$ cat src/rtl/ahb_apb_pkg.sv
// Shared AHB/APB encodings and bridge state enum.
package ahb_apb_pkg;

    typedef enum logic [1:0] {
        HTRANS_IDLE   = 2'b00,
        HTRANS_BUSY   = 2'b01,
        HTRANS_NONSEQ = 2'b10,
        HTRANS_SEQ    = 2'b11
    } htrans_e;

    typedef enum logic [1:0] {
        HRESP_OKAY  = 2'b00,
        HRESP_ERROR = 2'b01
    } hresp_e;

    typedef enum logic [2:0] {
        ST_IDLE,
        ST_WDATA,
        ST_SETUP,
        ST_ACCESS,
        ST_DONE,
        ST_ERR1,
        ST_ERR2
    } state_e;

    function automatic logic trans_active(input logic [1:0] htrans);
        return (htrans == HTRANS_NONSEQ) || (htrans == HTRANS_SEQ);
    endfunction

endpackage

$ cat src/rtl/ahb_apb_decode.sv
// Combinational APB window decode: hit flag and one-hot slave select.
module ahb_apb_decode
    import ahb_apb_pkg::*;
#(
    parameter int                ADDR_W      = 32,
    parameter int                NSLV        = 3,
    parameter logic [ADDR_W-1:0] BASE        = ADDR_W'(32'h8000_0000),
    parameter int                REGION_BITS = 12
) (
    input  logic [ADDR_W-1:0] haddr_i,
    output logic              hit_o,
    output logic [NSLV-1:0]   sel_o
);

    logic [ADDR_W-1:0] off;
    logic [ADDR_W-1:0] idx;

    // Unsigned offset; the lower bound check guards against the wrapped subtraction.
    assign off   = haddr_i - BASE;
    assign idx   = off >> REGION_BITS;
    assign hit_o = (haddr_i >= BASE) && (idx < ADDR_W'(NSLV));

    for (genvar i = 0; i < NSLV; i++) begin : g_sel
        assign sel_o[i] = hit_o && (idx == ADDR_W'(i));
    end

endmodule

$ cat src/rtl/ahb_apb_bridge_p.sv
// AHB-to-APB bridge. Define APB_TIMEOUT_EN to add an ACCESS-phase watchdog
// that errors out after TIMEOUT_CYC stalled cycles.
module ahb_apb_bridge_p
    import ahb_apb_pkg::*;
#(
    parameter int                ADDR_W      = 32,
    parameter int                DATA_W      = 32,
    parameter int                NSLV        = 3,
    parameter logic [ADDR_W-1:0] BASE        = ADDR_W'(32'h8000_0000),
    parameter int                REGION_BITS = 12,
    parameter int                TIMEOUT_CYC = 16
) (
    input  logic              HCLK,
    input  logic              HRESETn,
    input  logic [ADDR_W-1:0] HADDR,
    input  logic [DATA_W-1:0] HWDATA,
    input  logic              HWRITE,
    input  logic [1:0]        HTRANS,
    input  logic              HREADYin,
    output logic              HREADYout,
    output logic [DATA_W-1:0] HRDATA,
    output logic [1:0]        HRESP,
    output logic [NSLV-1:0]   PSEL,
    output logic              PENABLE,
    output logic              PWRITE,
    output logic [ADDR_W-1:0] PADDR,
    output logic [DATA_W-1:0] PWDATA,
    input  logic [DATA_W-1:0] PRDATA,
    input  logic              PREADY,
    input  logic              PSLVERR
);

    if (NSLV < 1 || NSLV > 16 || TIMEOUT_CYC < 1) begin : g_bad_param
        $error("ahb_apb_bridge_p: NSLV must be 1..16 and TIMEOUT_CYC >= 1");
    end

    state_e            state_q, state_d;
    logic [ADDR_W-1:0] addr_q;
    logic              write_q;
    logic [NSLV-1:0]   sel_q;
    logic [DATA_W-1:0] wdata_q;
    logic [DATA_W-1:0] rdata_q;

    logic              dec_hit;
    logic [NSLV-1:0]   dec_sel;
    logic              accept;
    logic              tmo_hit;

    ahb_apb_decode #(
        .ADDR_W      (ADDR_W),
        .NSLV        (NSLV),
        .BASE        (BASE),
        .REGION_BITS (REGION_BITS)
    ) u_decode (
        .haddr_i (HADDR),
        .hit_o   (dec_hit),
        .sel_o   (dec_sel)
    );

    assign accept = HREADYin && HREADYout && trans_active(HTRANS);

`ifdef APB_TIMEOUT_EN
    localparam int TW = $clog2(TIMEOUT_CYC + 1);
    logic [TW-1:0] tmo_q;

    always_ff @(posedge HCLK) begin
        if (!HRESETn || state_q != ST_ACCESS) tmo_q <= '0;
        else if (!PREADY)                     tmo_q <= tmo_q + TW'(1);
    end

    // Fires on the TIMEOUT_CYC-th stalled ACCESS cycle.
    assign tmo_hit = !PREADY && (tmo_q == TW'(TIMEOUT_CYC - 1));
`else
    assign tmo_hit = 1'b0;
`endif

    always_ff @(posedge HCLK) begin
        if (!HRESETn) state_q <= ST_IDLE;
        else          state_q <= state_d;
    end

    always_comb begin
        state_d = state_q;
        case (state_q)
            ST_IDLE, ST_DONE, ST_ERR2: begin
                if (!accept)      state_d = ST_IDLE;
                else if (!dec_hit) state_d = ST_ERR1;
                else if (HWRITE)   state_d = ST_WDATA;
                else               state_d = ST_SETUP;
            end
            ST_WDATA:  state_d = ST_SETUP;
            ST_SETUP:  state_d = ST_ACCESS;
            ST_ACCESS: begin
                if (PREADY)       state_d = PSLVERR ? ST_ERR1 : ST_DONE;
                else if (tmo_hit) state_d = ST_ERR1;
            end
            ST_ERR1:   state_d = ST_ERR2;
            default:   state_d = ST_IDLE;
        endcase
    end

    always_comb begin
        HREADYout = 1'b0;
        HRESP     = HRESP_OKAY;
        PSEL      = '0;
        PENABLE   = 1'b0;
        case (state_q)
            ST_IDLE, ST_DONE: HREADYout = 1'b1;
            ST_SETUP:         PSEL      = sel_q;
            ST_ACCESS: begin
                PSEL    = sel_q;
                PENABLE = 1'b1;
            end
            ST_ERR1:          HRESP     = HRESP_ERROR;
            ST_ERR2: begin
                HRESP     = HRESP_ERROR;
                HREADYout = 1'b1;
            end
            default: ;
        endcase
    end

    always_ff @(posedge HCLK) begin
        if (!HRESETn) begin
            addr_q  <= '0;
            write_q <= 1'b0;
            sel_q   <= '0;
            wdata_q <= '0;
            rdata_q <= '0;
        end else begin
            if (accept) begin
                addr_q  <= HADDR;
                write_q <= HWRITE;
                sel_q   <= dec_sel;
            end
            // AHB write data arrives one cycle after the address phase.
            if (state_q == ST_WDATA) wdata_q <= HWDATA;
            if (state_q == ST_ACCESS && PREADY && !write_q) rdata_q <= PRDATA;
        end
    end

    assign PADDR  = addr_q;
    assign PWRITE = write_q;
    assign PWDATA = wdata_q;
    assign HRDATA = rdata_q;

endmodule

$ cat config.mk
export PLATFORM = sky130hd
export DESIGN_NAME = ahb_apb_bridge_p
export DESIGN_NICKNAME = d
export VERILOG_FILES = /design/src/rtl/ahb_apb_pkg.sv /design/src/rtl/ahb_apb_decode.sv /design/src/rtl/ahb_apb_bridge_p.sv
export SDC_FILE = /design/constraint.sdc
export NUM_CORES = 1
export LEC_CHECK = 0
export CORE_UTILIZATION = 43
export CTS_CLUSTER_SIZE = 30
export DETAILED_ROUTE_END_ITERATION = 8
export GPL_TIMING_DRIVEN = 1
export PLACE_DENSITY = 0.85
export RECOVER_POWER = 25
export SLEW_MARGIN = 20
export SYNTH_ARGS = -nofsm -noshare
export SYNTH_HDL_FRONTEND = slang
export SYNTH_HIERARCHICAL = 1
export SYNTH_SLANG_ARGS = --single-unit
$ cat constraint.sdc
create_clock -name HCLK -period 3.6 [get_ports HCLK]
set_input_delay 1.08 -clock HCLK [delete_from_list [all_inputs] [get_ports HCLK]]
set_output_delay 1.08 -clock HCLK [all_outputs]
set_load 0.02 [all_outputs]
Yosys cells after proc, flatten, opt, wreduce, memory -nomap -nowiden

Cells that the tools add are included.

Bits of input ports: 104
Bits in registers: 103
Output and inout bits: 104

$lt $le $gt $ge: 2
Add/sub/neg operators: 1
Muxes and demuxes: 10
Eq/ne operators: 11
Reductions and logical operators: 15

Operators by type and width:

| cell                                                 | number |
|---|---|
| >= comparator 32 bit, second input constant          | 1 |
| zero test 32 bit                                     | 1 |
| subtractor 32 bit, second input constant             | 1 |
| equality test 20 x 1 -> 1 bit, second input constant | 1 |
| equality test 20 x 2 -> 1 bit, second input constant | 1 |
| < comparator 20 x 2 -> 1 bit, second input constant  | 1 |
| one-hot mux 3 bit (5 select lines)                   | 1 |
| 2-to-1 mux 3 bit                                     | 4 |
| equality test 3 bit, second input constant           | 3 |
| logical AND 1 bit                                    | 8 |
| equality test 3 x 2 -> 1 bit, second input constant  | 2 |
| equality test 2 bit, second input constant           | 2 |
| 2-to-1 mux 1 bit                                     | 4 |
| OR reduction 2 bit                                   | 2 |
| equality test 3 x 1 -> 1 bit, second input constant  | 1 |
| zero test 3 bit                                      | 1 |
| OR reduction 3 bit                                   | 1 |
| 2-to-1 mux 2 bit                                     | 1 |
| inequality test 2 bit, second input constant         | 1 |
| zero test 1 bit                                      | 1 |
| logical OR 1 bit                                     | 1 |

Depth between registers and ports, before layout

Word-level depth: 7
Gate-level depth with buffers: 6
Mapped depth without buffers: 6

By module

The synthesis kept the hierarchy.

By module, submodules not included:

| module           | area an instance (um2) | times used | cells each |
|---|---|---|---|
| ahb_apb_bridge_p | 4048.9                 | 1          | 469 |
| ahb_apb_decode   | 96.3                   | 1          | 12 |

Worst setup path after synthesis

Ideal clock, no wire load.

Kind: input-to-reg
From: input port HADDR[20]
To: register state_q[0]
Library setup time: 115 ps
Setup slack: 1310 ps
Cell stages on the path: 6
Data arrival time: 2175 ps
Buffers on the path: 0
Required time: 3485 ps
Cells stage by stage: nor4_2 nand3_2 a211oi_1 nand2b_1 nor4b_1 o21a_1

Longest elaborated chain between the ends: 6

RTL lines:

| element                                | RTL line               | RTL |
|---|---|---|
| from (decl)                            | ahb_apb_bridge_p.sv:15 | `input logic [ADDR_W-1:0] HADDR,` |
| subtractor 32 bit                      | ahb_apb_decode.sv:19   | `assign off = haddr_i - BASE;` |
| < comparator 20 x 2 -> 1 bit           | ahb_apb_decode.sv:21   | `assign hit_o = (haddr_i >= BASE) && (idx < ADDR_W'(NSLV));` |
| logical AND 1 bit (*)                  | ahb_apb_decode.sv:21   |  |
| net dec_hit                            | ahb_apb_bridge_p.sv:44 | `logic dec_hit;` |
| 2-to-1 mux 3 bit (*)                   | ahb_apb_bridge_p.sv:87 | `else if (!dec_hit) state_d = ST_ERR1;` |
| 2-to-1 mux 3 bit (*)                   | ahb_apb_bridge_p.sv:86 | `if (!accept) state_d = ST_IDLE;` |
| one-hot mux 3 bit (5 select lines) (*) | ahb_apb_bridge_p.sv:84 | `case (state_q)` |
| to (signal assigned)                   | ahb_apb_bridge_p.sv:79 | `else state_q <= state_d;` |
| to (decl)                              | ahb_apb_bridge_p.sv:37 | `state_e state_q, state_d;` |

Mark *: on every way through the listed nets, which the timed path passes. The rest lies on a longest branch.
A chain may end at the register's enable or synchronous reset.

==> impl_metrics.ini <==
[outcome]
status = finished, final reports clean

[pwr]
power_frac_comb_pct = 17.9
sequentialPowerShare_pct = 51.6
powerDensity_nw_per_um2 = 366.7
finalPower_mw = 2.351
switching_share_pct = 25.70
pwr-share-clk_pct = 30.5
irDropWorstVdd_uv = 183.8
power.switching_uw = 604.0
p_int_mw = 1.747
leakage_nw = 2.272

[sta]
finClkSkew_ns = 0.01112
grt_setup_unrepaired = false
drv_slew = 0
slew_headroom_pct = 6.201
fin_crit_sh_pct = 87.84
hold_violations = 0
setup_ws_ns = 0.4378
layout_min_cycle_time_ns = 3.162
setup_violations = 0
worst_pin_slew_ns = 1.396
fmax_ghz = 0.3162
setup_tns_ns = 0

[clocking]
clk_latency_ns = 0.35
htreeDepth = 3
ctsResizeCount = 0
path_clk_slew_ns = 0.08
post-cts-setup-buffers = 0
cts_buffer_depth = 2
ctsRootBufferMaster = clkbuf_8
cts-hold-fix-buffers = 0
cts_tree = done
numClockSinks = 103
cts_inserted_buffers = 9

[synth]
netlist_area_um2 = 4145
ys_top_cells_by_area = dfxtp_1, nand2_1, mux2i_1
yosysWarningCount = 6
synth_cell_type_count = 31
synthCells = 481
avgSynthCellArea_um2 = 8.618
yosys.area.top_type = dfxtp_1
syn_nets = 585
ys.flop_type = dfxtp_1
async_reset_ff_share_pct = 0
synth_edf_count = 0
yosys_register_bits = 103
synth_top_area_share_pct = 49.74
synth.most_common_cell = nand2_1
synth_commonest_cells = nand2_1, dfxtp_1, mux2i_1, a21oi_1, clkbuf_1
ys_seq_area_share_pct = 49.74

[detailed_routing]
wl_per_cell_um = 13.54
via_count = 3806
ant_nets = 0
drtIter0Drc = 108
drc = 0
viasPerCell = 4.752
firstDrtPassIters = 4
routed_wl_um = 10850

[finish]
final_util_pct = 69.06
layoutNonFillerInstCount = 801
drive_gt1_share_pct = 4.315
fin_nets = 772
syn_to_final_growth_pct = 54.66
diodes = 0

[job]
cap_violations = 0

[floorplan]
dieArea_um2 = 10040
initial_utilization_pct = 44.65
rows = 35
pin_count = 208
die_w_um = 100.2
design.core.area_um2 = 9284
fp.dieH_um = 100.2

[grt]
grt_pass1_vias = 3701
antenna_found_initial = 0
overflow = 0
grt_util_all_layers_pct = 21.44
grt_pass1_wl_um = 17160
grt_max_degree = 74

[critical_path]
timing.critical_path.required_ns = 3.86
crit_type = in2reg
critPathSlowestCell = clkbuf_2
startpoint_type = primary input
crit_buf_inv = 2
cp_top_family = buffers and inverters
cp_cell_sequence = clkbuf_2 -> clkbuf_2 -> nand2_1 -> mux2i_1
crit_top_cell = clkbuf_2
cp_slowest_stage_delay_ns = 1.10
crit_arrival_ns = 3.42
end_kind = register
worstPathMaxFanout = 73

[placement]
gp_congestion = 0.7520
dp.cells = 786
io_buffers = 205
dp_hpwl_um = 8148
dp_slack_ns = 0.6175

[worst_hold_path]
min-delay-path-class = reg2reg
routing by layer:
metal	vias to the layer above	global-route usage [%]	wire length, um
li1	1930	-	-
met1	1725	23.77	4310
met2	140	38.83	5421
met3	11	7.382	991
met4	0	5.909	124
met5	-	0	0
cell families after synthesis:
logic type	after synthesis	synth area share, %
flops	103	49.74
buf+inv	37	4.829
mux	68	16.42
compound gates	41	5.343
other cells	1	0.09047
simple gates	231	23.57
tightest hold or removal path, delay by kind of cell, from the launching register on:
kind          cells  cell delay [ns]
flops             1             0.31
simple gates      1             0.05
mux               1             0.05
cell usage in the layout, fill, tap and decap left out, types with 2 or more instances in the layout:
cell type,Yosys,layout
nor4_2,2,2
nand2b_1,3,3
nand2_1,204,204
dfxtp_1,103,103
nor4_1,4,4
a21oi_1,33,33
clkinv_2,0,2
mux2i_1,68,68
clkdlybuf4s50_1,0,203
clkbuf_2,0,4
nor2b_1,3,3
buf_4,2,2
clkbuf_8,0,10
nor2_1,2,2
o21a_1,3,3
nor4b_1,2,2
and2_1,3,3
a31oi_1,2,2
state kept, by name, summed over array words and instances, names as in the netlist:
signal	cells
HRDATA	32
PWDATA	32
state_q	3
PADDR	32
PWRITE	1
sel_q	3
cell type report:
class                           count  area, um^2
Multi-Input combinational cell    341        1889
Sequential cell                   103        2062
Timing Repair Buffer              211        2097
Clock buffer                       10       137.6
Clock inverter                      5       56.30
Tap cell                          129       161.4
Fill cell                         738        2873
Inverter                            2       7.507
path summary, 6_finish.rpt:
kind / from / cells after the start / to / slack, ns
setup / recovery: HRESETn / 4 / PADDR[28] / 0.44
hold / removal: sel_q[0] / 2 / sel_q[0] / 0.45
setup reg to reg: state_q[2] / 5 / PADDR[25] / 1.08
hold reg to reg: sel_q[0] / 2 / sel_q[0] / 0.45
power groups by stage:
stage               Combinational, mW  Sequential (mW)  Clock, mW
detailed placement              0.425             1.24          0
CTS                             0.427             1.21      0.739
floorplan                       0.147             1.28          0
global placement                0.415             1.24          0
global route                    0.454             1.22      0.788
finish                          0.421             1.21      0.717
stage by stage:
| step | area (um^2) | hold WS (ns) |
|---|---|---|
| global placement | 6251 | 0.4384 |
| floorplan | 4145 | 0.4301 |
| detailed placement | 6251 | 0.4434 |
| finish | 6411 | 0.4536 |
| CTS | 6445 | 0.4582 |
| global route | 6411 | 0.4813 |
(Power assumes the default switching activity.)
